[config.mk]
export PLATFORM = sky130hd
export DESIGN_NAME = acs_array
export DESIGN_NICKNAME = d
export VERILOG_FILES = /design/src/rtl/acs_array.sv
export SDC_FILE = /design/constraint.sdc
export NUM_CORES = 1
export LEC_CHECK = 0
export BUFFER_PORTS_ARGS = -buffer_cell sky130_fd_sc_hd__buf_2
export CAP_MARGIN = 30
export CORE_ASPECT_RATIO = 2
export CORE_MARGIN = 3
export CORE_UTILIZATION = 40
export DETAILED_ROUTE_END_ITERATION = 8
export PLACE_DENSITY = 0.7
export SLEW_MARGIN = 20
export SYNTH_ARGS = -nofsm -noshare
export SYNTH_HDL_FRONTEND = slang
export SYNTH_SLANG_ARGS = --single-unit
[constraint.sdc]
create_clock -name clk -period 7.25 [get_ports clk]
set_clock_uncertainty 0.05 [all_clocks]
set_input_delay 0.3625 -clock clk [delete_from_list [all_inputs] [get_ports clk]]
set_output_delay 0.3625 -clock clk [all_outputs]
set_load 0.005 [all_outputs]
[src/rtl/acs_array.sv]
// Parametrised add-compare-select array for a rate-1/2 Viterbi decoder.
// One trellis step per bm_valid, renormalised metrics, lowest-index best state.
module acs_array #(
  parameter int       K           = 3,
  parameter logic [K-1:0] G0      = 3'b111,
  parameter logic [K-1:0] G1      = 3'b101,
  parameter int       BMW         = 2,
  parameter int       MW          = 6,
  parameter int       BLK_LEN     = 8,
  parameter bit       START_KNOWN = 1'b1
) (
  input  logic                         clk,
  input  logic                         rst,
  input  logic                         start,
  input  logic                         bm_valid,
  input  logic [4*BMW-1:0]             bm,
  output logic                         dec_valid,
  output logic [(1<<(K-1))-1:0]        dec_bits,
  output logic [K-2:0]                 best_state,
  output logic [MW-1:0]                best_metric,
  output logic                         norm_evt,
  output logic [$clog2(BLK_LEN)-1:0]   step_cnt,
  output logic                         blk_done
);

  localparam int NS = 1 << (K - 1);
  localparam int SW = K - 1;
  localparam int CW = $clog2(BLK_LEN);
  localparam logic [MW:0]   HALF = {2'b01, {(MW-1){1'b0}}};
  localparam logic [MW-1:0] QTR  = {2'b01, {(MW-2){1'b0}}};

  function automatic logic [MW-1:0] init_pm(input int s);
    if (s == 0 || !START_KNOWN) return '0;
    return QTR;
  endfunction

  function automatic logic [SW-1:0] pred(input int s, input logic x);
    logic [SW-1:0] sp;
    sp = SW'(s);
    return {sp[SW-2:0], x};
  endfunction

  function automatic logic ubit(input int s);
    logic [SW-1:0] sp;
    sp = SW'(s);
    return sp[SW-1];
  endfunction

  function automatic logic [MW:0] bm_of(
    input logic [4*BMW-1:0] b,
    input logic [K-1:0]     r
  );
    logic [1:0] cw;
    cw = {^(G0 & r), ^(G1 & r)};
    return (MW+1)'(b[cw*BMW +: BMW]);
  endfunction

  logic [MW-1:0] pm_q   [NS];
  logic [MW-1:0] pm_d   [NS];
  logic [MW-1:0] base   [NS];
  logic [MW:0]   cand0  [NS];
  logic [MW:0]   cand1  [NS];
  logic [MW:0]   newm   [NS];
  logic [NS-1:0] dec_w;
  logic [MW:0]   min_v;
  logic [SW-1:0] min_s;
  logic          norm;
  logic [MW:0]   sub;
  logic [CW-1:0] step_base;
  logic          wrap;

  logic          dv_q,   dv_d;
  logic [NS-1:0] db_q,   db_d;
  logic [SW-1:0] bs_q,   bs_d;
  logic [MW-1:0] bmet_q, bmet_d;
  logic          ne_q,   ne_d;
  logic [CW-1:0] step_q, step_d;
  logic          blk_q,  blk_d;

  always_comb begin
    // start re-seeds the metrics used by a same-cycle step
    for (int s = 0; s < NS; s++) begin
      base[s] = start ? init_pm(s) : pm_q[s];
    end
    for (int s = 0; s < NS; s++) begin
      cand0[s] = {1'b0, base[pred(s, 1'b0)]}
               + bm_of(bm, {ubit(s), pred(s, 1'b0)});
      cand1[s] = {1'b0, base[pred(s, 1'b1)]}
               + bm_of(bm, {ubit(s), pred(s, 1'b1)});
      dec_w[s] = cand1[s] < cand0[s];
      newm[s]  = dec_w[s] ? cand1[s] : cand0[s];
    end
    min_v = newm[0];
    min_s = '0;
    for (int s = 1; s < NS; s++) begin
      if (newm[s] < min_v) begin
        min_v = newm[s];
        min_s = SW'(s);
      end
    end
    norm = min_v >= HALF;
    sub  = norm ? HALF : '0;
    for (int s = 0; s < NS; s++) begin
      pm_d[s] = bm_valid ? MW'(newm[s] - sub) : base[s];
    end
    step_base = start ? '0 : step_q;
    wrap      = step_base == CW'(BLK_LEN - 1);
    step_d    = step_base;
    if (bm_valid) step_d = wrap ? '0 : step_base + CW'(1);
    dv_d   = bm_valid;
    ne_d   = bm_valid & norm;
    blk_d  = bm_valid & wrap;
    db_d   = bm_valid ? dec_w : db_q;
    bs_d   = bm_valid ? min_s : bs_q;
    bmet_d = bm_valid ? MW'(min_v - sub) : bmet_q;
  end

  always_ff @(posedge clk or negedge rst) begin
    if (!rst) begin
      for (int s = 0; s < NS; s++) pm_q[s] <= init_pm(s);
      step_q <= '0;
      dv_q   <= 1'b0;
      db_q   <= '0;
      bs_q   <= '0;
      bmet_q <= '0;
      ne_q   <= 1'b0;
      blk_q  <= 1'b0;
    end else begin
      for (int s = 0; s < NS; s++) pm_q[s] <= pm_d[s];
      step_q <= step_d;
      dv_q   <= dv_d;
      db_q   <= db_d;
      bs_q   <= bs_d;
      bmet_q <= bmet_d;
      ne_q   <= ne_d;
      blk_q  <= blk_d;
    end
  end

  assign dec_valid   = dv_q;
  assign dec_bits    = db_q;
  assign best_state  = bs_q;
  assign best_metric = bmet_q;
  assign norm_evt    = ne_q;
  assign step_cnt    = step_q;
  assign blk_done    = blk_q;

endmodule

# Yosys cells after proc, flatten, opt, wreduce, memory -nomap -nowiden
# Cells that the tools add are included.
[totals] register_bits=42 inputBits=12 output_inout_bits=18 elab_cells=58
[classes] addsub=14 order_cmp=8 n_eq_ne=1 mux=22 n_bitwise=2
[op_table] operator="adder 6 x 2 -> 7 bit" n=8
[op_table] operator="2-to-1 mux 6 bit" n=9
[op_table] operator="less-than comparator 7 bit" n=7
[op_table] operator="2-to-1 mux 7 bit" n=7
[op_table] operator="subtractor 6 bit" n=5
[op_table] operator="2-to-1 mux 3 bit" n=3
[op_table] operator="greater-or-equal comparator 7 x 6 -> 1 bit (second input constant)" n=1
[op_table] operator="2-to-1 mux 2 bit" n=2
[op_table] operator="adder 3 x 1 -> 3 bit (second input constant)" n=1
[op_table] operator="== test 3 bit (second input constant)" n=1
[op_table] operator="AND 1 bit" n=2
[op_table] operator="2-to-1 mux 1 bit" n=1

# Depth between registers and ports, before layout
# Gate-level depths: netlist of run 1.
[depth] depth_word=14 ltp_mapped=44 depth_no_buf=37

# Worst setup path after synthesis of run 1
# OpenSTA, ideal clock, no wires.
[synth_path] path_type="input to register" start="in start" end="reg pm_q[11] in the netlist's numbering" setup_ns=0.124 t_arrival_ns=9.037 t_required_ns=7.076 slack_ns=-1.961 path_stages=40 path_buffers=7 cell_sequence="buf_6 > clkbuf_1 > clkbuf_1 > clkbuf_1 > clkbuf_1 > nor2b_1 > ha_1 > maj3_1 > a31oi_1 > inv_1 > ha_1 > a21oi_1 > inv_1 > o41ai_1 > o21bai_2 > buf_2 > o21ai_0 > ha_1 > [... 4 more ...] > inv_1 > ha_1 > nor2b_1 > a21bo_2 > a32o_2 > nand2b_1 > buf_4 > mux2_2 > ha_1 > a21o_1 > a21o_1 > a21oi_1 > nand3_1 > a2111oi_2 > mux2i_2 > a21boi_0 > a211oi_1 > o31a_1"
[synth_rtl] element="start, declared" line_no="14" text="input logic start,"
[synth_rtl] element="end, declared" line_no="58" text="logic [MW-1:0] pm_q [NS];"

# Worst setup path after layout of run 1
[layout_path] start="reg pm_q[0] in the netlist's numbering" end="reg bmet_q[0], in the netlist best_metric[0]"
[layout_via] elab_chain_len=11 word_cells_on_any_way=14 cone_classes="add/sub: 3; order compare: 5; mux: 6"
[layout_rtl] element="2-to-1 mux 6 bit *" line_no="83" text="base[s] = start ? init_pm(s) : pm_q[s];"
[layout_rtl] element="adder 6 x 2 -> 7 bit" line_no="89" text="+ bm_of(bm, {ubit(s), pred(s, 1'b1)});"
[layout_rtl] element="less-than comparator 7 bit" line_no="90" text="dec_w[s] = cand1[s] < cand0[s];"
[layout_rtl] element="2-to-1 mux 7 bit" line_no="91" text="newm[s] = dec_w[s] ? cand1[s] : cand0[s];"
[layout_rtl] element="less-than comparator 7 bit" line_no="96" text="if (newm[s] < min_v) begin"
[layout_rtl] element="2-to-1 mux 7 bit" line_no="96"
[layout_rtl] element="less-than comparator 7 bit" line_no="96"
[layout_rtl] element="2-to-1 mux 7 bit" line_no="96"
[layout_rtl] element="less-than comparator 7 bit" line_no="96"
[layout_rtl] element="2-to-1 mux 7 bit *" line_no="96"
[layout_rtl] element="subtractor 6 bit *" line_no="115" text="bmet_d = bm_valid ? MW'(min_v - sub) : bmet_q;"
[layout_rtl] element="end signal, assigned" line_no="134" text="bmet_q <= bmet_d;"
[layout_rtl] element="end, declared" line_no="75" text="logic [MW-1:0] bmet_q, bmet_d;"
# Mark *: on every way between the ends. The rest lies on a longest branch, timed or not.
# A chain may end at the register's enable or synchronous reset.

==> impl_results.md, run 1 <==
* Detail Route Antenna Nets at 0
* Slew Limit Fails at 0
* Area contributors post-synth: dfrtp_1 (21%), ha_1 (14%), mux2i_1 (5.8%)
* Post-route DRC at 0
* CP required at 7.38 ns
* Failing checks: setup timing
* Critical path type: reg2reg
* Syn Std Cell Area at 4670 sq um
* Outcome: finished with violations
* Wire length per cell at 19.4 microns
* Die Height at ~160 microns
* Worst slew margin at 39.6%
* Max stage delay on crit path at about 0.40 ns
* GR Util All Layers at 25.4%
* Max-cap violations at 0
* CTS Buffer Depth at 2
* Fillers at 976
* Initial Util at 41.2%
* Later-pin clock latency in the skew report at 0.29 ns
* Crit path from: pm_q[0]
* Tmin final at 7.59 ns
* Vias/cell at between 5 and 6
* Area after DPL at between 5000 and 6000 sq um
* Synth-to-Final Area Change at 41.5%
* Initial antenna violation count at 0
* Slowest cell on crit path: dfrtp_1
* Register area share after synthesis at 22.6%
* Post-synth top cells: ha_1 (51), nand2_1 (50), nor2_1 (50)
* Grt ovf at 0
* Setup WS post-layout at -0.337 ns
* Final period util at 105%
* FF-to-FF Start: pm_q[0]
* Ys Warns at 0
* H-Tree Depth at 2
* Final setup fails at 13
* Synth cell types at 75
* Fmax at 0.132 GHz
* Nets@finish at 758
* CP Data Arrival Time at 7.72 ns
* Synth top area share at 20.9%
* PD cells at between 500 and 600 nW/um^2
* Vias in the first global route at roughly 5200
* XOR/XNOR Fraction of Synth Area at 6.53%
* CTS tree: built
* Wire length of the first global-routing pass at 25600 microns
* Top Ports at 30
* Syn avg cell area at about 8.4 sq um
* Gate Count Post-Synth at about 560
* Hold_sp: dec_bits[0]
* Post-synth EDFFs at 0
* Cell Rows at 55
* Multiplexer area fraction after synthesis at 10.7%
* WL final at 16200 microns
* Most numerous cell in the Yosys netlist: ha_1
* Cell with the most instances on the worst path: ha_4
* Flops & latches, synth at 42
* HP Class: reg2reg
* Compound-Gate Fraction of Synth Area at 21.4%
* HPWL after DPL at 12200 microns
* Largest family of logic cells by synthesized area: compound AO/OA/AOI/OAI gates
* Clock transition at path regs at ~0.07 ns
* Area leader, netlist: dfrtp_1
* Root buffer cell: clkbuf_16
* Final Hold Violating Endpoints at 0
* I/O Buffers at 29
* Sink Count at 42
* FFs w/ async S/R, synth at 100%
* Leakage at 3.05 nW
* Post-synth top flop: dfrtp_1
* Design area at 6610 sq um
* DRT Pass-1 Iters at 4
* Layout cells sized above 1 at a little over two fifths
* Die area at 13100 sq um
* Largest net degree at the start of global routing at 40
* CP Max Fanout at 6
* Total CTS buffers at 5
* RSZ-0062 raised after global routing: yes
* Worst setup SP type: register
* Post-Syn Nets at about 620
* Vias at between 4000 and 5000
* Kind of end point of the critical path: register
* Adder-cell area share of the yosys netlist at 15.4%
* Antenna Cells at 0
* VDD IR max at 0.000671 V
* Iter 0 DRT Violations at roughly 260
* Synth Area in Simple Gates at 17.9%
* Routability Congestion at 0.913
* Core Box Area at between 10000 and 15000 sq um
* Worst Tran Pin Value at 0.905 ns
* Die Width at 82.4 microns
* Post-Place Worst Slack at -0.461 ns
[cells in the final DEF (no fill, tap or decap), types with 7 or more instances in the layout]
cell      Yosys  final
buf_4         1    120
nand2_1      50     46
nor2_1       50     45
ha_1         51     39
dfrtp_1      39     39
a21oi_1      45     31
buf_2         9     29
inv_1        29     28
xor2_1       23     21
o21ai_0      23     21
mux2i_1      27     21
a21oi_2       2     15
mux2_2       17     13
a21o_1       12     12
nor2b_1      17     11
ha_4          0      9
xnor2_1      10      8
nand4_1       7      7
nand2b_1      8      7
o21a_1        7      7
nand3_1       8      7
[registers in the layout (all words and copies together), names as in the netlist]
signal	flops
pm_q	24
best_metric	6
dec_bits	4
step_cnt	3
best_state	2
blk_done	1
dec_valid	1
norm_evt	1
[worst paths after layout]
kind / endpoint / slack [ns] / cells past startpoint
setup / recovery: best_metric[0] / -0.34 / 36
hold / removal: dec_bits[0] / 0.43 / 2
setup reg to reg: best_metric[0] / -0.34 / 36
hold reg to reg: dec_bits[0] / 0.43 / 2
max in group asynchronous: pm_q[16] / 6.05 / 3
min in group asynchronous: best_state[1] / 0.52 / 2
[logic make-up (layout without fill, tap and decap cells)]
kind of cell,count (synthesis),in the layout
compound gates,144,144
simple gates,172,173
fa+ha+maj,59,59
xor+xnor,34,34
flops,42,42
mux,47,47
buf+inv,58,197
[per-stage QoR]
stage / total power, W / cells / TNS [ns] / util [%] / hold slack, ns
floorplan: 0.00196 / 556 / -5.72 / - / 0.0169
global placement: 0.00266 / 799 / -2.40 / 51.2 / 0.414
detailed placement: 0.00272 / 800 / -4.46 / 51.4 / 0.288
CTS: 0.00339 / 832 / -0.243 / 56.5 / 0.438
global route: 0.00386 / 838 / -6.75 / 58.2 / 0.466
finish: 0.00363 / 838 / -3.34 / 58.2 / 0.431
[layout make-up]
type | instances | area (sq um) | area share, %
clock buffer | 5 | 125 | 1.89
clock inverter | 3 | 68.8 | 1.04
inverter | 30 | 113 | 1.70
multi-input combinational | 457 | 3890 | 58.8
sequential | 42 | 1050 | 16.0
tap | 142 | 178 | 2.69
timing repair buffer | 159 | 1190 | 18.0
[power breakdown]
part | switching [W] | internal, W
clock | 0.000103 | 0.000198
sequential | 0.0000642 | 0.000322
combinational | 0.00144 | 0.00150
total | 0.00161 | 0.00202
[metal layers]
layer | up-vias | wire length (microns) | part of all wire [%] | track usage [%]
li1 | 2271 | - | - | -
met4 | 0 | 1290 | 8.0 | 18.5
met3 | 79 | 442 | 2.7 | 2.95
met2 | 131 | 8740 | 54 | 44.8
met1 | 2318 | 5760 | 35 | 25.9
met5 | - | 0 | 0 | 0
[worst max-delay path: cells and delay by family (launching register included)]
| kind | cells | cell delay (ns) |
|---|---|---|
| AO/OA/AOI/OAI | 11 | 2.37 |
| XOR/XNOR | 1 | 0.17 |
| AND/OR/NAND/NOR | 9 | 1.37 |
| buffers and inverters | 4 | 0.47 |
| multiplexers | 5 | 1.19 |
| adder cells (fa/ha/maj) | 6 | 1.46 |
| flip-flops | 1 | 0.40 |
[what timing repair did]
item                                   in CTS  in global routing
setup endpoints to repair                  13                 13
resized for setup                          43                 20
pin swaps                                  10                 20
buffers inserted                           22                  5
cloned                                      1                  0
endpoints found under the hold margin      17                  0
hold buffers                                1                  0
(Power assumes the default switching activity.)
==> run 2, diff against run 1 <==
- CORE_MARGIN: 3 -> unset
- PLACE_DENSITY: 0.7 -> 0.67
- clock period: 7.25 -> 7.8 ns (I/O delays scaled with it)
==> run 2 against run 1 <==
First-iteration DRC count fell by 30%. The flow finishes with violations (hold timing). Combinational power fell by 29%. Critical path type unchanged. Clock power fell by 27%. Sequential share of layout area rose by 2.6 points. Wire length fell by 8.4%. Largest power group unchanged. Critical path depth fell by 1. Largest cell class unchanged.
==> impl_results.md, run 2 (same netlist as run 1, synthesis figures left out) <==
* Core Box Area at 11400 sq um
* Initial Util at 41.2%
* Most frequent cells in the layout: nand2_1 (48), nor2_1 (47), ha_1 (40), buf_4 (39), a21oi_1 (38)
* Setup WS post-layout at 0.147 ns
* Die Height at 155 microns
* Worst Tran Pin Value at 0.821 ns
* Layout cells sized above 1 at 30.2%
* Biggest register: pm_q
* Largest net degree at the start of global routing at approximately 40
* Iter 0 DRT Violations at 181
* Routability Congestion at 0.954
* Outcome: finished with violations
* Antenna Cells at 0
* Fin util at 50.2%
* Max-cap violations at 0
* Final period util at 98.1%
* Wire length per cell at 19.8 microns
* HPWL after DPL at around 12000 microns
* Slowest cell on crit path: a2111oi_4
* Detail Route Antenna Nets at 0
* CTS Buffer Depth at 2
* Vias/cell at 5.87
* GR Util All Layers at 25.1%
* Final setup fails at 0
* Post-route DRC at 0
* Worst setup SP type: register
* Leakage at 2.54 nW
* HP Class: in2async
* CP Max Fanout at 7
* Wire length of the first global-routing pass at 23000 microns
* Hold Worst Slack at -0.0114 ns
* Die Width at around 80 microns
* Top Ports at 30
* Sequential share of power at between 10% and 20%
* Synth-to-Final Area Change at 22.0%
* CP Data Arrival Time at 7.79 ns
* Clock transition at path regs at 0.07 ns
* Grt ovf at 0
* Cell Rows at 55
* Commonest non-fill, non-tap cell in the layout: nand2_1
* CP required at 7.93 ns
* Total CTS buffers at 5
* Sink Count at 42
* Nets@finish at 671
* Critical path type: reg2reg
* DRT Pass-1 Iters at 4
* Switching share of total power at 47.7%
* Combinational cell fraction of total power at 77.7%
* Final Hold Violating Endpoints at 8
* Initial antenna violation count at 0
* Int Pwr at 0.00141 W
* Vias in the first global route at roughly 4400
* Later-pin clock latency in the skew report at 0.30 ns
* Clock power frac at 8.1%
* Fmax at 0.131 GHz
* H-Tree Depth at 2
* Slew Limit Fails at 0
* Post-Place Worst Slack at -0.199 ns
* Kind of end point of the critical path: register
* Net Switching at 0.00129 W
* PD cells at 472 nW/um^2
* Max FFs per register at 24
* CTS tree: built
* Die area at 12100 sq um
* Worst slew margin at 45.3%
* Tmin final at 7.65 ns
* Root buffer cell: clkbuf_16
* Vias at 4409
* Max stage delay on crit path at 0.40 ns
* WL final at 14900 microns
* I/O Buffers at 29
* Failing checks: hold timing
* VDD IR max at 0.000445 V
## run 2: per-layer routing
layer  part of all wire (%)  global-route usage [%]  up-vias  routed length [microns]
met4                    9.3                    22.0        0                     1380
met2                     56                    48.6      116                     8320
met1                     32                    22.3     2131                     4830
met3                    2.3                    2.17       67                      348
li1                       -                       -     2095                        -
met5                      0                       0        -                        0
## run 2: path summary, 6_finish.rpt
path / start / endpoint / slack, ns / depth (start not counted)
setup / recovery: pm_q[0] / pm_q[11] / 0.15 / 35
hold reg to reg: dec_bits[3] / dec_bits[3] / 0.43 / 2
min in group clk: dec_bits[3] / dec_bits[3] / 0.43 / 2
setup reg to reg: pm_q[0] / pm_q[11] / 0.15 / 35
max in group asynchronous: rst / pm_q[4] / 7.12 / 2
hold / removal: rst / step_cnt[2] / -0.01 / 1
## run 2: power by group through the flow
stage,logic [W],registers [W],clock network [W]
after floorplan,0.00144,0.000352,0
after global placement,0.00177,0.000383,0
after detailed placement,0.00181,0.000385,0
after CTS,0.00182,0.000381,0.000223
after global routing,0.00227,0.000389,0.000229
final,0.00209,0.000382,0.000219
## run 2: final cells by class
class / instances / area, sq um
Sequential cell: 42 / 1060
Tap cell: 142 / 178
Multi-Input combinational cell: 457 / 3690
Fill cell: 1100 / 5650
Inverter: 30 / 113
Clock buffer: 6 / 129
Clock inverter: 2 / 13.8
Timing Repair Buffer: 72 / 517
## run 2: timing repair
action | 4_1_cts | 5_1_grt
gates resized for setup | 0 | 34
hold buffers | 0 | 0
buffers inserted | 0 | 14
setup endpoints to repair | 0 | 13
## run 2: worst max-delay path: cells and delay by family, from the launching register on
kind / cells / cell delay [ns]
XOR/XNOR: 1 / 0.20
buffers and inverters: 2 / 0.16
AND/OR/NAND/NOR: 6 / 0.81
flip-flops: 1 / 0.37
adder cells (fa/ha/maj): 6 / 1.59
multiplexers: 4 / 1.06
AO/OA/AOI/OAI: 16 / 3.30
## run 2: through the flow
stage	power (W)	setup TNS, ns	cells	instance area [sq um]
after floorplan	0.00180	-0.178	556	4930
after global placement	0.00215	0	725	5250
after detailed placement	0.00220	-1.18	728	5300
after CTS	0.00242	0	736	5450
after global routing	0.00288	-0.722	751	5700
final	0.00269	0	751	5700
==> run 3, diff against run 2 <==
- RECOVER_POWER: unset -> 100
==> run 3 against run 2 <==
The flow now finishes without violations. Setup slack worse by 0.0015 ns. Largest cell class unchanged. Die area is the same. Sequential share of layout area grew 0.19 points. Flip-flop and latch count is the same. Design area shrank 1.0%. Worst hold slack improved by 0.21 ns. Combinational power hardly changed. Cell count unchanged. Largest power group unchanged. First-iteration DRC count rose by 3.9%. Sequential power hardly changed. Register-to-register slack about the same.
==> impl_results.md, run 3 (same netlist as run 1, synthesis figures left out) <==
* Final setup fails at 0
* Core Box Area at 11400 sq um
* Fmax at roughly 0.13 GHz
* Leakage at 2.48 nW
* Die Height at 155 microns
* CTS Buffer Depth at 2
* Sink Count at 42
* Tmin final at 7.65 ns
* Design area at 5650 sq um
* Worst r2r dst: pm_q[11]
* Nets@finish at 671
* Kind of end point of the critical path: register
* Die area at about 12000 sq um
* Worst setup SP type: register
* CP required at between 7 and 8 ns
* PD cells at 476 nW/um^2
* DRT Pass-1 Iters at 4
* Critical path type: reg2reg
* Final period util at 98.1%
* Vias in the first global route at 4415
* Largest net degree at the start of global routing at 41
* Int Pwr at 0.00140 W
* Placed Cells at about 730
* CTS tree: built
* CP Data Arrival Time at 7.79 ns
* Cell Rows at 55
* Max-cap violations at 0
* Detail Route Antenna Nets at 0
* Iter 0 DRT Violations at 188
* HP Class: in2async
* Wire length per cell at 19.8 microns
* Worst Tran Pin Value at 1.49 ns
* HPWL after DPL at 11800 microns
* R2R depth at 35
* Hold Worst Slack at 0.199 ns
* Post-cts hold buffer count at 0
* Slew Limit Fails at 0
* Root buffer cell: clkbuf_16
* Sequential share of power at approximately 14%
* Synth-to-Final Area Change at 20.8%
* Vias at between 4000 and 5000
* Biggest register: pm_q
* Fin util at 49.7%
* Combinational cell fraction of total power at 77.6%
* CP Max Fanout at 7
* Clock transition at path regs at 0.07 ns
* Outcome: complete, no violations
* Antenna Cells at 0
* Total Power at 0.00269 W
* Layout cells sized above 1 at 27.9%
* Top Ports at 30
* FF-to-FF Start: pm_q[0]
* Worst slew margin at 0.991%
* Final Non-Filler Cells at 751
* GR Util All Layers at 25.1%
* Area after DPL at roughly 5300 sq um
* Initial antenna violation count at 0
* Slowest cell on crit path: a2111oi_4
* Die Width at 78.4 microns
* Worst R2R Setup Slack at 0.15 ns
* VDD IR max at 0.000444 V
* Max stage delay on crit path at 0.40 ns
* Grt ovf at 0
* Later-pin clock latency in the skew report at 0.30 ns
* Max FFs per register at 24
* Vias/cell at roughly 5.9
* Most frequent cells in the layout: nand2_1 (48), nor2_1 (47), ha_1 (40), a21oi_1 (38), buf_4 (38)
* Net Switching at 0.00128 W
* Switching share of total power at 47.8%
* H-Tree Depth at 2
* WL final at 14900 microns
* Routability Congestion at 0.954
* Clock power frac at under 10%
* Total CTS buffers at 5
* Wire length of the first global-routing pass at 23000 microns
* Post-route DRC at 0
* Final Hold Violating Endpoints at 0
* I/O Buffers at 29
* Commonest non-fill, non-tap cell in the layout: nand2_1
* Initial Util at 41.2%
-- run 3: cell types whose count changed in the layout (fill, tap and decap cells not counted) --
cell      previous run  this run
buf_2               29        18
clkbuf_1             1        15
buf_4               39        38
buf_12               2         1
buf_16               1         0
-- run 3: worst max-delay path, delay by kind of cell (launching register included) --
kind,cells,cell delay [ns]
buf+inv,2,0.16
simple gates,6,0.81
compound gates,16,3.30
xor+xnor,1,0.20
fa+ha+maj,6,1.59
mux,4,1.05
flops,1,0.37
-- run 3: layout make-up --
cell class,count,area [sq um]
sequential,42,1060
clock inverter,2,13.8
inverter,30,113
clock buffer,6,129
fill,1109,5710
tap,142,178
multi-input combinational,457,3690
timing repair buffer,72,459
-- run 3: worst max path at each step --
stage	startpoint	end	slack [ns]	cells after the start
2_1_floorplan	start	best_metric[0]	-0.09	43
3_3_place_gp	start	pm_q[17]	0.001	37
3_5_place_dp	start	pm_q[17]	-0.20	37
4_1_cts	pm_q[6]	pm_q[17]	0.04	35
5_1_grt	pm_q[0]	pm_q[11]	-0.16	34
6_report	pm_q[0]	pm_q[11]	0.15	35
-- run 3: through the flow --
step                setup TNS [ns]  setup WS (ns)
finish                           0          0.145
global route                -0.717         -0.158
CTS                              0         0.0436
detailed placement           -1.18         -0.199
global placement                 0        0.00136
floorplan                   -0.178        -0.0924
-- run 3: routing by layer --
layer	GRT usage (%)	vias to the layer above	wire, microns
met2	48.6	104	8350
met4	22.0	0	1370
met3	2.17	66	309
met5	0	-	0
li1	-	2096	-
met1	22.3	2143	4850
-- run 3: what timing repair did --
item / CTS / global route
setup endpoints to repair: 0 / 13
gates resized for setup: 0 / 34
buffers inserted: 0 / 14
-- run 3: power by group through the flow --
stage,Clock [W],Combinational (W),Sequential (W)
2_1_floorplan,0,0.00144,0.000352
3_3_place_gp,0,0.00177,0.000383
3_5_place_dp,0,0.00181,0.000385
4_1_cts,0.000223,0.00182,0.000381
5_1_grt,0.000229,0.00226,0.000390
6_report,0.000219,0.00209,0.000382
